### src/rtl/cpu_mem_bridge_if.sv
// SDRAM channel between the CPU bridge and the SDRAM controller.
// master: request side (bridge) - drives sdr_req/addr/wr/be/wdata.
// slave : controller side        - drives sdr_ack/sdr_rdata.
interface cpu_mem_bridge_if;
  logic        sdr_req;
  logic        sdr_ack;
  logic [24:0] sdr_req_addr;
  logic        sdr_wr;
  logic [1:0]  sdr_be;
  logic [15:0] sdr_wdata;
  logic [15:0] sdr_rdata;

  modport master (
    output sdr_req, sdr_req_addr, sdr_wr, sdr_be, sdr_wdata,
    input  sdr_ack, sdr_rdata
  );

  modport slave (
    input  sdr_req, sdr_req_addr, sdr_wr, sdr_be, sdr_wdata,
    output sdr_ack, sdr_rdata
  );
endinterface

### src/rtl/cpu_mem_bridge.sv
// CPU bus cycle to SDRAM toggle-handshake bridge with a one-word read cache.
// Ports:
//   clk_sys, reset_n      clock, synchronous active-low reset
//   cpu_mrd/cpu_mwr       CPU read/write strobes (level, whole bus cycle)
//   cpu_be, cpu_dout      byte enables and write data from the CPU
//   cpu_din, cpu_ready    read data and registered ready (low = stall)
//   ram_rom_memrq         cycle targets RAM/ROM (from the translator)
//   writable, sdr_addr    region write permission and byte address
//   sdr                   SDRAM channel (req/ack toggle pair + payload)
module cpu_mem_bridge #(
  parameter bit CACHE_EN = 1'b1
) (
  input  logic        clk_sys,
  input  logic        reset_n,
  input  logic        cpu_mrd,
  input  logic        cpu_mwr,
  input  logic [1:0]  cpu_be,
  input  logic [15:0] cpu_dout,
  output logic [15:0] cpu_din,
  output logic        cpu_ready,
  input  logic        ram_rom_memrq,
  input  logic        writable,
  input  logic [24:0] sdr_addr,
  cpu_mem_bridge_if.master sdr
);

  localparam int unsigned AW = 25;
  localparam int unsigned DW = 16;
  localparam int unsigned TW = AW - 1;

  typedef enum logic [1:0] {ST_IDLE, ST_WAIT, ST_DONE} state_t;

  state_t          state_q,       state_d;
  logic            strobe_q,      strobe_d;
  logic            ready_q,       ready_d;
  logic [DW-1:0]   din_q,         din_d;
  logic            req_q,         req_d;
  logic [AW-1:0]   addr_q,        addr_d;
  logic            wr_q,          wr_d;
  logic [1:0]      be_q,          be_d;
  logic [DW-1:0]   wdata_q,       wdata_d;
  logic            cache_valid_q, cache_valid_d;
  logic [TW-1:0]   cache_tag_q,   cache_tag_d;
  logic [DW-1:0]   cache_data_q,  cache_data_d;

  logic strobe;
  logic start;
  logic cache_hit;
  logic ack_seen;

  assign strobe    = cpu_mrd | cpu_mwr;
  assign start     = strobe & ~strobe_q;
  assign cache_hit = CACHE_EN && cache_valid_q && (cache_tag_q == sdr_addr[AW-1:1]);
  assign ack_seen  = (sdr.sdr_ack == req_q);

  // Next-state and registered-output logic.
  always_comb begin
    state_d       = state_q;
    strobe_d      = strobe;
    ready_d       = ready_q;
    din_d         = din_q;
    req_d         = req_q;
    addr_d        = addr_q;
    wr_d          = wr_q;
    be_d          = be_q;
    wdata_d       = wdata_q;
    cache_valid_d = cache_valid_q;
    cache_tag_d   = cache_tag_q;
    cache_data_d  = cache_data_q;

    unique case (state_q)
      ST_IDLE: begin
        if (start && ram_rom_memrq) begin
          if (cpu_mwr && !writable) begin
            // Write to a read-only region: dropped, CPU not stalled.
          end else if (!cpu_mwr && cache_hit) begin
            din_d = cache_data_q;
          end else begin
            addr_d  = sdr_addr & ~AW'(1);
            wr_d    = cpu_mwr;
            be_d    = cpu_be;
            wdata_d = cpu_dout;
            req_d   = ~req_q;
            ready_d = 1'b0;
            state_d = ST_WAIT;
          end
        end
      end

      ST_WAIT: begin
        if (ack_seen) begin
          if (!wr_q) begin
            din_d         = sdr.sdr_rdata;
            cache_valid_d = 1'b1;
            cache_tag_d   = addr_q[AW-1:1];
            cache_data_d  = sdr.sdr_rdata;
          end else if (cache_valid_q && (cache_tag_q == addr_q[AW-1:1])) begin
            // Keep the cached copy coherent with the written bytes.
            if (be_q[0]) cache_data_d[7:0]  = wdata_q[7:0];
            if (be_q[1]) cache_data_d[15:8] = wdata_q[15:8];
          end
          state_d = ST_DONE;
        end
      end

      ST_DONE: begin
        ready_d = 1'b1;
        // Wait for the strobe to drop so one CPU cycle yields one request.
        if (!strobe) state_d = ST_IDLE;
      end

      default: state_d = ST_IDLE;
    endcase
  end

  // State and output registers.
  always_ff @(posedge clk_sys) begin
    if (!reset_n) begin
      state_q       <= ST_IDLE;
      strobe_q      <= 1'b0;
      ready_q       <= 1'b1;
      din_q         <= '0;
      req_q         <= 1'b0;
      addr_q        <= '0;
      wr_q          <= 1'b0;
      be_q          <= '0;
      wdata_q       <= '0;
      cache_valid_q <= 1'b0;
      cache_tag_q   <= '0;
      cache_data_q  <= '0;
    end else begin
      state_q       <= state_d;
      strobe_q      <= strobe_d;
      ready_q       <= ready_d;
      din_q         <= din_d;
      req_q         <= req_d;
      addr_q        <= addr_d;
      wr_q          <= wr_d;
      be_q          <= be_d;
      wdata_q       <= wdata_d;
      cache_valid_q <= cache_valid_d;
      cache_tag_q   <= cache_tag_d;
      cache_data_q  <= cache_data_d;
    end
  end

  assign cpu_din          = din_q;
  assign cpu_ready        = ready_q;
  assign sdr.sdr_req      = req_q;
  assign sdr.sdr_req_addr = addr_q;
  assign sdr.sdr_wr       = wr_q;
  assign sdr.sdr_be       = be_q;
  assign sdr.sdr_wdata    = wdata_q;

endmodule

### src/flat_wrapper.sv
// flat-port wrapper written by rule: the top's interface ports become plain ports
module cpu_mem_bridge_flat 
#(
  parameter bit CACHE_EN = 1'b1
)
  (clk_sys, reset_n, cpu_mrd, cpu_mwr, cpu_be, cpu_dout, cpu_din, cpu_ready, ram_rom_memrq, writable, sdr_addr, sdr_sdr_req, sdr_sdr_req_addr, sdr_sdr_wr, sdr_sdr_be, sdr_sdr_wdata, sdr_sdr_ack, sdr_sdr_rdata);
  cpu_mem_bridge_if sdr_i ();
  input  logic clk_sys;
  input  logic reset_n;
  input  logic cpu_mrd;
  input  logic cpu_mwr;
  input  logic [1:0] cpu_be;
  input  logic [15:0] cpu_dout;
  output logic [15:0] cpu_din;
  output logic cpu_ready;
  input  logic ram_rom_memrq;
  input  logic writable;
  input  logic [24:0] sdr_addr;
  output wire logic [$bits(sdr_i.sdr_req)-1:0] sdr_sdr_req;
  output wire logic [$bits(sdr_i.sdr_req_addr)-1:0] sdr_sdr_req_addr;
  output wire logic [$bits(sdr_i.sdr_wr)-1:0] sdr_sdr_wr;
  output wire logic [$bits(sdr_i.sdr_be)-1:0] sdr_sdr_be;
  output wire logic [$bits(sdr_i.sdr_wdata)-1:0] sdr_sdr_wdata;
  input wire logic [$bits(sdr_i.sdr_ack)-1:0] sdr_sdr_ack;
  input wire logic [$bits(sdr_i.sdr_rdata)-1:0] sdr_sdr_rdata;
  assign sdr_sdr_req = sdr_i.sdr_req;
  assign sdr_sdr_req_addr = sdr_i.sdr_req_addr;
  assign sdr_sdr_wr = sdr_i.sdr_wr;
  assign sdr_sdr_be = sdr_i.sdr_be;
  assign sdr_sdr_wdata = sdr_i.sdr_wdata;
  assign sdr_i.sdr_ack = sdr_sdr_ack;
  assign sdr_i.sdr_rdata = sdr_sdr_rdata;
  cpu_mem_bridge #(.CACHE_EN(CACHE_EN)) u_core (.clk_sys(clk_sys), .reset_n(reset_n), .cpu_mrd(cpu_mrd), .cpu_mwr(cpu_mwr), .cpu_be(cpu_be), .cpu_dout(cpu_dout), .cpu_din(cpu_din), .cpu_ready(cpu_ready), .ram_rom_memrq(ram_rom_memrq), .writable(writable), .sdr_addr(sdr_addr), .sdr(sdr_i));
endmodule
### config.mk
export PLATFORM = sky130hd
export DESIGN_NAME = cpu_mem_bridge_flat
export DESIGN_NICKNAME = d
export VERILOG_FILES = /design/src/rtl/cpu_mem_bridge_if.sv /design/src/rtl/cpu_mem_bridge.sv /design/src/flat_wrapper.sv
export SDC_FILE = /design/constraint.sdc
export NUM_CORES = 1
export LEC_CHECK = 0
export CORE_MARGIN = 5
export CORE_UTILIZATION = 35
export DETAILED_ROUTE_END_ITERATION = 10
export HOLD_SLACK_MARGIN = 0.06
export PLACE_DENSITY = 0.57
export SYNTH_ARGS = -nofsm -noshare
export SYNTH_HDL_FRONTEND = slang
export SYNTH_SLANG_ARGS = --single-unit
export TNS_END_PERCENT = 10
### constraint.sdc
create_clock -name clk_sys -period 2.24 [get_ports clk_sys]
set_input_delay 0.448 -clock clk_sys [delete_from_list [all_inputs] [get_ports clk_sys]]
set_output_delay 0.448 -clock clk_sys [all_outputs]
set_load 0.1 [all_outputs]
; ---- Word-level counts from Yosys, hierarchy flattened
; Index checks and enable logic that the tools add are counted.
[word_totals]
register_bits = 105
input_bits = 66
output_inout_bits = 62
word_cells = 72
[classes]
eq_ne = 15
n_mux = 20
n_bitwise = 7
reduce_logical = 17
[ops]
columns = op, count
row1 = $mux 16, 7
row2 = $eq 24x24->1, 2
row3 = $pmux 16 s2, 1
row4 = $mux 8, 2
row5 = $reduce_and 4->1, 4
row6 = $ne 2x2->1 const B, 7
row7 = $mux 2, 5
row8 = $ne 2x1->1 const B, 3
row9 = $pmux 2 s3, 1
row10 = $reduce_and 6->1, 1
row11 = $logic_and 1x1->1, 5
row12 = $not 1->1, 5
row13 = $reduce_and 5->1, 1
row14 = $reduce_bool 2->1, 2
row15 = $mux 1, 3
row16 = $reduce_and 3->1, 1
row17 = $eq 2x1->1 const B, 1
row18 = $eq 2x2->1 const B, 1
row19 = $logic_not 1->1, 2
row20 = $logic_not 2->1, 1
row21 = $pmux 1 s2, 1
row22 = $and 1x1->1, 1
row23 = $eq 1x1->1, 1
row24 = $or 1x1->1, 1

; ---- Longest topological paths before layout
[logic_depth]
depth_word = 7
depth_mapped = 8
ltp_nobuf = 5

; ---- Worst setup path before layout
; No wires, ideal clock.
[synth_path]
kind = register to register
start = reg u_core.addr_q[6] (netlist: u_core.sdr.sdr_req_addr[6])
end = reg u_core.cache_data_q[0]
setup_ns = 0.140
arrival_time_ns = 2.126
required_ns = 2.100
slack_ns = -0.027
stages_incl_launch_ff = 6
n_path_buf = 0
synth_period_minus_slack_ns = 2.267
path_cell_list = dfxtp_1 > xnor2_1 > nand4_1 > nor4_2 > a31oi_2 > mux2i_1
[synth_via]
elab_chain_len = 4
[synth_rtl]
columns = element, line_no
row1 = start: declaration, cpu_mem_bridge.sv:38  ; logic [AW-1:0] addr_q, addr_d;
row2 = start signal: assignment, cpu_mem_bridge.sv:137  ; addr_q <= addr_d;
row3 = $eq 24x24->1, cpu_mem_bridge.sv:97  ; end else if (cache_valid_q && (cache_tag_q == addr_q[AW-1:1])) begin
row4 = $logic_and 1x1->1, cpu_mem_bridge.sv:97
row5 = $ne 2x2->1 (no source line), --
row6 = $reduce_and 4->1 (no source line), --
row7 = end signal: assignment, cpu_mem_bridge.sv:143  ; cache_data_q <= cache_data_d;
row8 = end: declaration, cpu_mem_bridge.sv:44  ; logic [DW-1:0] cache_data_q, cache_data_d;
; No other way between the ends.
; A chain may end at the register's enable or synchronous reset.

; ---- Final worst setup path
[layout_path]
start = in sdr_addr[10]
end = reg u_core.addr_q[13] (netlist: u_core.sdr.sdr_req_addr[13])
[layout_via]
elab_chain_len = 5
[layout_rtl]
columns = element, line_no
row1 = start: declaration, flat_wrapper.sv:18  ; input logic [24:0] sdr_addr;
row2 = $eq 24x24->1, cpu_mem_bridge.sv:53  ; assign cache_hit = CACHE_EN && cache_valid_q && (cache_tag_q == sdr_addr[AW-1:1]);
row3 = $logic_and 1x1->1, cpu_mem_bridge.sv:53
row4 = $logic_and 1x1->1, cpu_mem_bridge.sv:76  ; end else if (!cpu_mwr && cache_hit) begin
row5 = $not 1->1 (no source line), --
row6 = $reduce_and 4->1 (no source line), --
; No other way between the ends.

==> results.md <==
- Status: finished clean
- Final period util: 87.8%
- Die Span X: around 130 um
- Clock transition at the registers of the reported paths: about 0.070 ns
- # IOs: roughly 130
- Worst Path Required: between 2 and 2.5 ns
- MaxCap Viol Count: 0
- WHS Endpoint: u_core.cpu_din[5]$_SDFFE_PN0P_
- Final Net Count: about 750
- DRC Markers: 0
- Largest net degree at the start of global routing: 94
- Rows: between 40 and 50
- Total grt overflow: 0
- CTS H-tree depth: 3
- Area growth syn-to-layout: 33.2%
- Final setup skew: 0.00743 ns
- Crit Path Category: input pin to flip-flop
- Vias per inst: 4.69
- Resize count post-CTS: 0
- Synth unique cells: 35
- CP arrival: 2.20 ns
- Final min period: 1.97 ns
- Cts hold-fix bufs: 0
- Hold crit path type: flip-flop to flip-flop
- Type of element launching the critical path: input pin
- Met3 WL: about 510 um
- Crit end category: flip-flop
- ANT nets after route: 0
- IO Port Bufs: between 100 and 150
- Yosys reg bits: between 100 and 150
- Via count: 4069
- Worst reg2reg path depth: 8
- Initial DRC count: around 210
- Final setup vio count: 0
- R2r setup slk: 0.48 ns
- Leak: 2.71 nW
- Mapped Cells: about 570
- Hold-critical path depth: 2
- Total wire length: around 13000 um
- TritonCTS clock tree: done
- Slew margin rel.: approximately 64%
- WL/cell: 15.1 um
- Clock Path Buffers: 2
- Sequential-to-total area share from yosys stat: around two fifths
- Final HPWL DP: 9630 um
- Metal1 wirelength: between 6000 and 7000 um
- # Post-CTS Setup Buffers: 0
- DIE AREA: roughly 17000 um^2
- Vias in the first global route: ~4.1k
- Initial core utilization: 35.4%
- WHS: around 0.46 ns
- Top Metal Used: met4
- Crit-path max FO: 26
- Final Power: 0.00465 W
- Max IR drop VDD: around 0.4 mV
- DRT Pass-1 Iters: 4
- Post-Syn Area: approximately 5100 um^2
- Placed cell area: 6470 um^2
- YS warnings: 0
- Worst-Margin Slew: 0.547 ns
- Setup TNS: 0 ns
- Power Dens Cells: around 700 nW/um^2
- Worst hold path startpoint: u_core.cpu_din[5]$_SDFFE_PN0P_
- Ant diodes: 0
- CTS buffer count: 9
- RePlAce Congestion: 0.774
- Slew Limit Fails: 0
- GRT Util Overall: between 10% and 20%
- First-pass GRT wire length: 21100 um
- Share of layout cells above drive strength 1: between 20 and 25%
- Core Footprint: ~14000 um^2
- CTS root buf: clkbuf_16
- Reg-to-Reg Start: u_core.cache_tag_q[19]$_SDFFE_PN0P_
- Mean post-synth cell area: approximately 9 um^2
- Die H: roughly 130 um
- Initial antenna violation count: 0
- Num Clock Sinks: 105
- Unrepaired setup endpoints after global routing: false
- Design area: between 6000 and 7000 um^2
- Syn Nets: 631
- Clk Latency, worst-skew pair: approximately 0.35 ns
- Worst r2r dst: u_core.sdr.sdr_req_addr[13]$_SDFFE_PN0P_
- Final hold vios: 0
- FMAX: between 500 and 600 MHz
- Wire length on met2: 6330 um
==> synthesized netlist by cell type <==
library cell | count | area, um^2
buf_1 | 1 | 3.75
xnor2_1 | 49 | 429
o21ai_0 | 1 | 5.00
and2_1 | 1 | 6.26
nor4b_4 | 1 | 23.8
and4_1 | 2 | 17.5
nand3_1 | 1 | 5.00
a31oi_2 | 2 | 25.0
a21boi_0 | 24 | 180
buf_6 | 7 | 78.8
and2b_1 | 1 | 7.51
or2_2 | 1 | 6.26
mux2_2 | 33 | 372
mux2i_1 | 76 | 761
nand2_1 | 201 | 754
o211ai_1 | 1 | 7.51
nor2_1 | 2 | 7.51
nand4_1 | 11 | 68.8
buf_4 | 1 | 7.51
conb_1 | 1 | 3.75
a21oi_1 | 1 | 5.00
nor3_1 | 1 | 5.00
dfxtp_1 | 105 | 2100
inv_1 | 1 | 3.75
nand2b_1 | 2 | 12.5
nor2_2 | 1 | 6.26
buf_2 | 5 | 25.0
nor4_2 | 2 | 25.0
nand3b_1 | 1 | 7.51
a21oi_2 | 1 | 8.76
nor4_4 | 1 | 21.3
o21a_1 | 2 | 15.0
clkbuf_1 | 22 | 82.6
nor2b_1 | 2 | 12.5
o21ai_2 | 1 | 8.76
==> power breakdown <==
part | internal, W | switching, W | total [W]
Clock | 0.00109 | 0.000693 | 0.00178
Sequential | 0.00192 | 0.0000541 | 0.00198
Combinational | 0.000332 | 0.000558 | 0.000890
Total | 0.00334 | 0.00130 | 0.00464
==> how the worst max path moves through the flow <==
stage	start	endpoint	slack (ns)	cells past startpoint
after floorplan	u_core.sdr.sdr_wr$_SDFFE_PN0P_	u_core.cache_data_q[10]$_SDFFE_PN0P_	0.001	5
after global placement	sdr_addr[10]	u_core.sdr.sdr_wdata[1]$_SDFFE_PN0P_	-0.07	7
after detailed placement	sdr_addr[10]	u_core.sdr.sdr_req_addr[19]$_SDFFE_PN0P_	-0.11	7
after CTS	sdr_addr[20]	u_core.sdr.sdr_req_addr[19]$_SDFFE_PN0P_	0.26	9
after global routing	sdr_addr[18]	u_core.sdr.sdr_req_addr[14]$_SDFFE_PN0P_	0.16	7
final	sdr_addr[10]	u_core.sdr.sdr_req_addr[13]$_SDFFE_PN0P_	0.27	7
==> state kept, by name (all words and copies together) (netlist names) <==
signal and flops:
u_core.sdr.sdr_wdata 16, u_core.cpu_ready 1, u_core.cache_valid_q 1, u_core.sdr.sdr_req_addr 24
u_core.cpu_din 16, u_core.sdr.sdr_req 1, u_core.cache_data_q 16, u_core.sdr.sdr_be 2
u_core.state_q 2, u_core.cache_tag_q 24, u_core.sdr.sdr_wr 1, u_core.strobe_q 1
==> kinds of logic (layout without fill, tap and decap cells) <==
| family | after synthesis | after routing | synth area share, % |
|---|---|---|---|
| buffers and inverters | 37 | 156 | 3.94 |
| xor gates and xnor gates | 49 | 49 | 8.40 |
| other | 1 | 1 | 0.0734 |
| AOI/OAI and AO/OA | 33 | 33 | 4.99 |
| muxes | 109 | 109 | 22.2 |
| and+or+nand+nor | 231 | 231 | 19.3 |
| DFF | 105 | 105 | 41.1 |
==> cell type report <==
class	count	area, um^2
clock inverters	5	105
clock buffers	10	229
well taps	184	230
multi-input cells	423	2820
inverters	1	3.75
repair buffers	140	1310
fillers	1384	7620
flip-flops and latches	105	2110
==> stage by stage <==
| stage | util (%) | std cells | setup slack [ns] |
|---|---|---|---|
| 6_report | 47.2 | 868 | 0.272 |
| 5_1_grt | 47.2 | 868 | 0.162 |
| 4_1_cts | 47.2 | 868 | 0.262 |
| 3_5_place_dp | 44.9 | 853 | -0.112 |
| 3_3_place_gp | 44.9 | 853 | -0.0676 |
| 2_1_floorplan | - | 565 | 0.00149 |
==> routing by layer <==
metal  GRT usage (%)  up-vias
met1            20.3     1883
met2            26.0       75
met3            2.93       15
li1                -     2096
met4            6.11        0
met5               0        -
==> layout by cell type (no fill, tap or decap), types with 2 or more instances in the layout <==
cell / n
bufinv_16: 3
nand2_1: 201
buf_12: 8
buf_4: 69
clkdlybuf4s50_1: 63
o21a_1: 2
a21boi_0: 24
nor2b_1: 2
clkinvlp_4: 2
xnor2_1: 49
a31oi_2: 2
nand2b_1: 2
nor2_1: 2
mux2i_1: 76
nor4_2: 2
clkbuf_16: 9
and4_1: 2
dfxtp_1: 98
mux2_2: 33
nand4_1: 11
dfxtp_2: 7
==> critical path, stage by stage <==
cell	delay, ns
clkdlybuf4s50_1	0.51
xnor2_1	0.15
nand4_1	0.19
nor4_4	0.39
a21oi_4	0.14
buf_12	0.20
mux2i_1	0.14
Power figures use the tool's default switching activity.
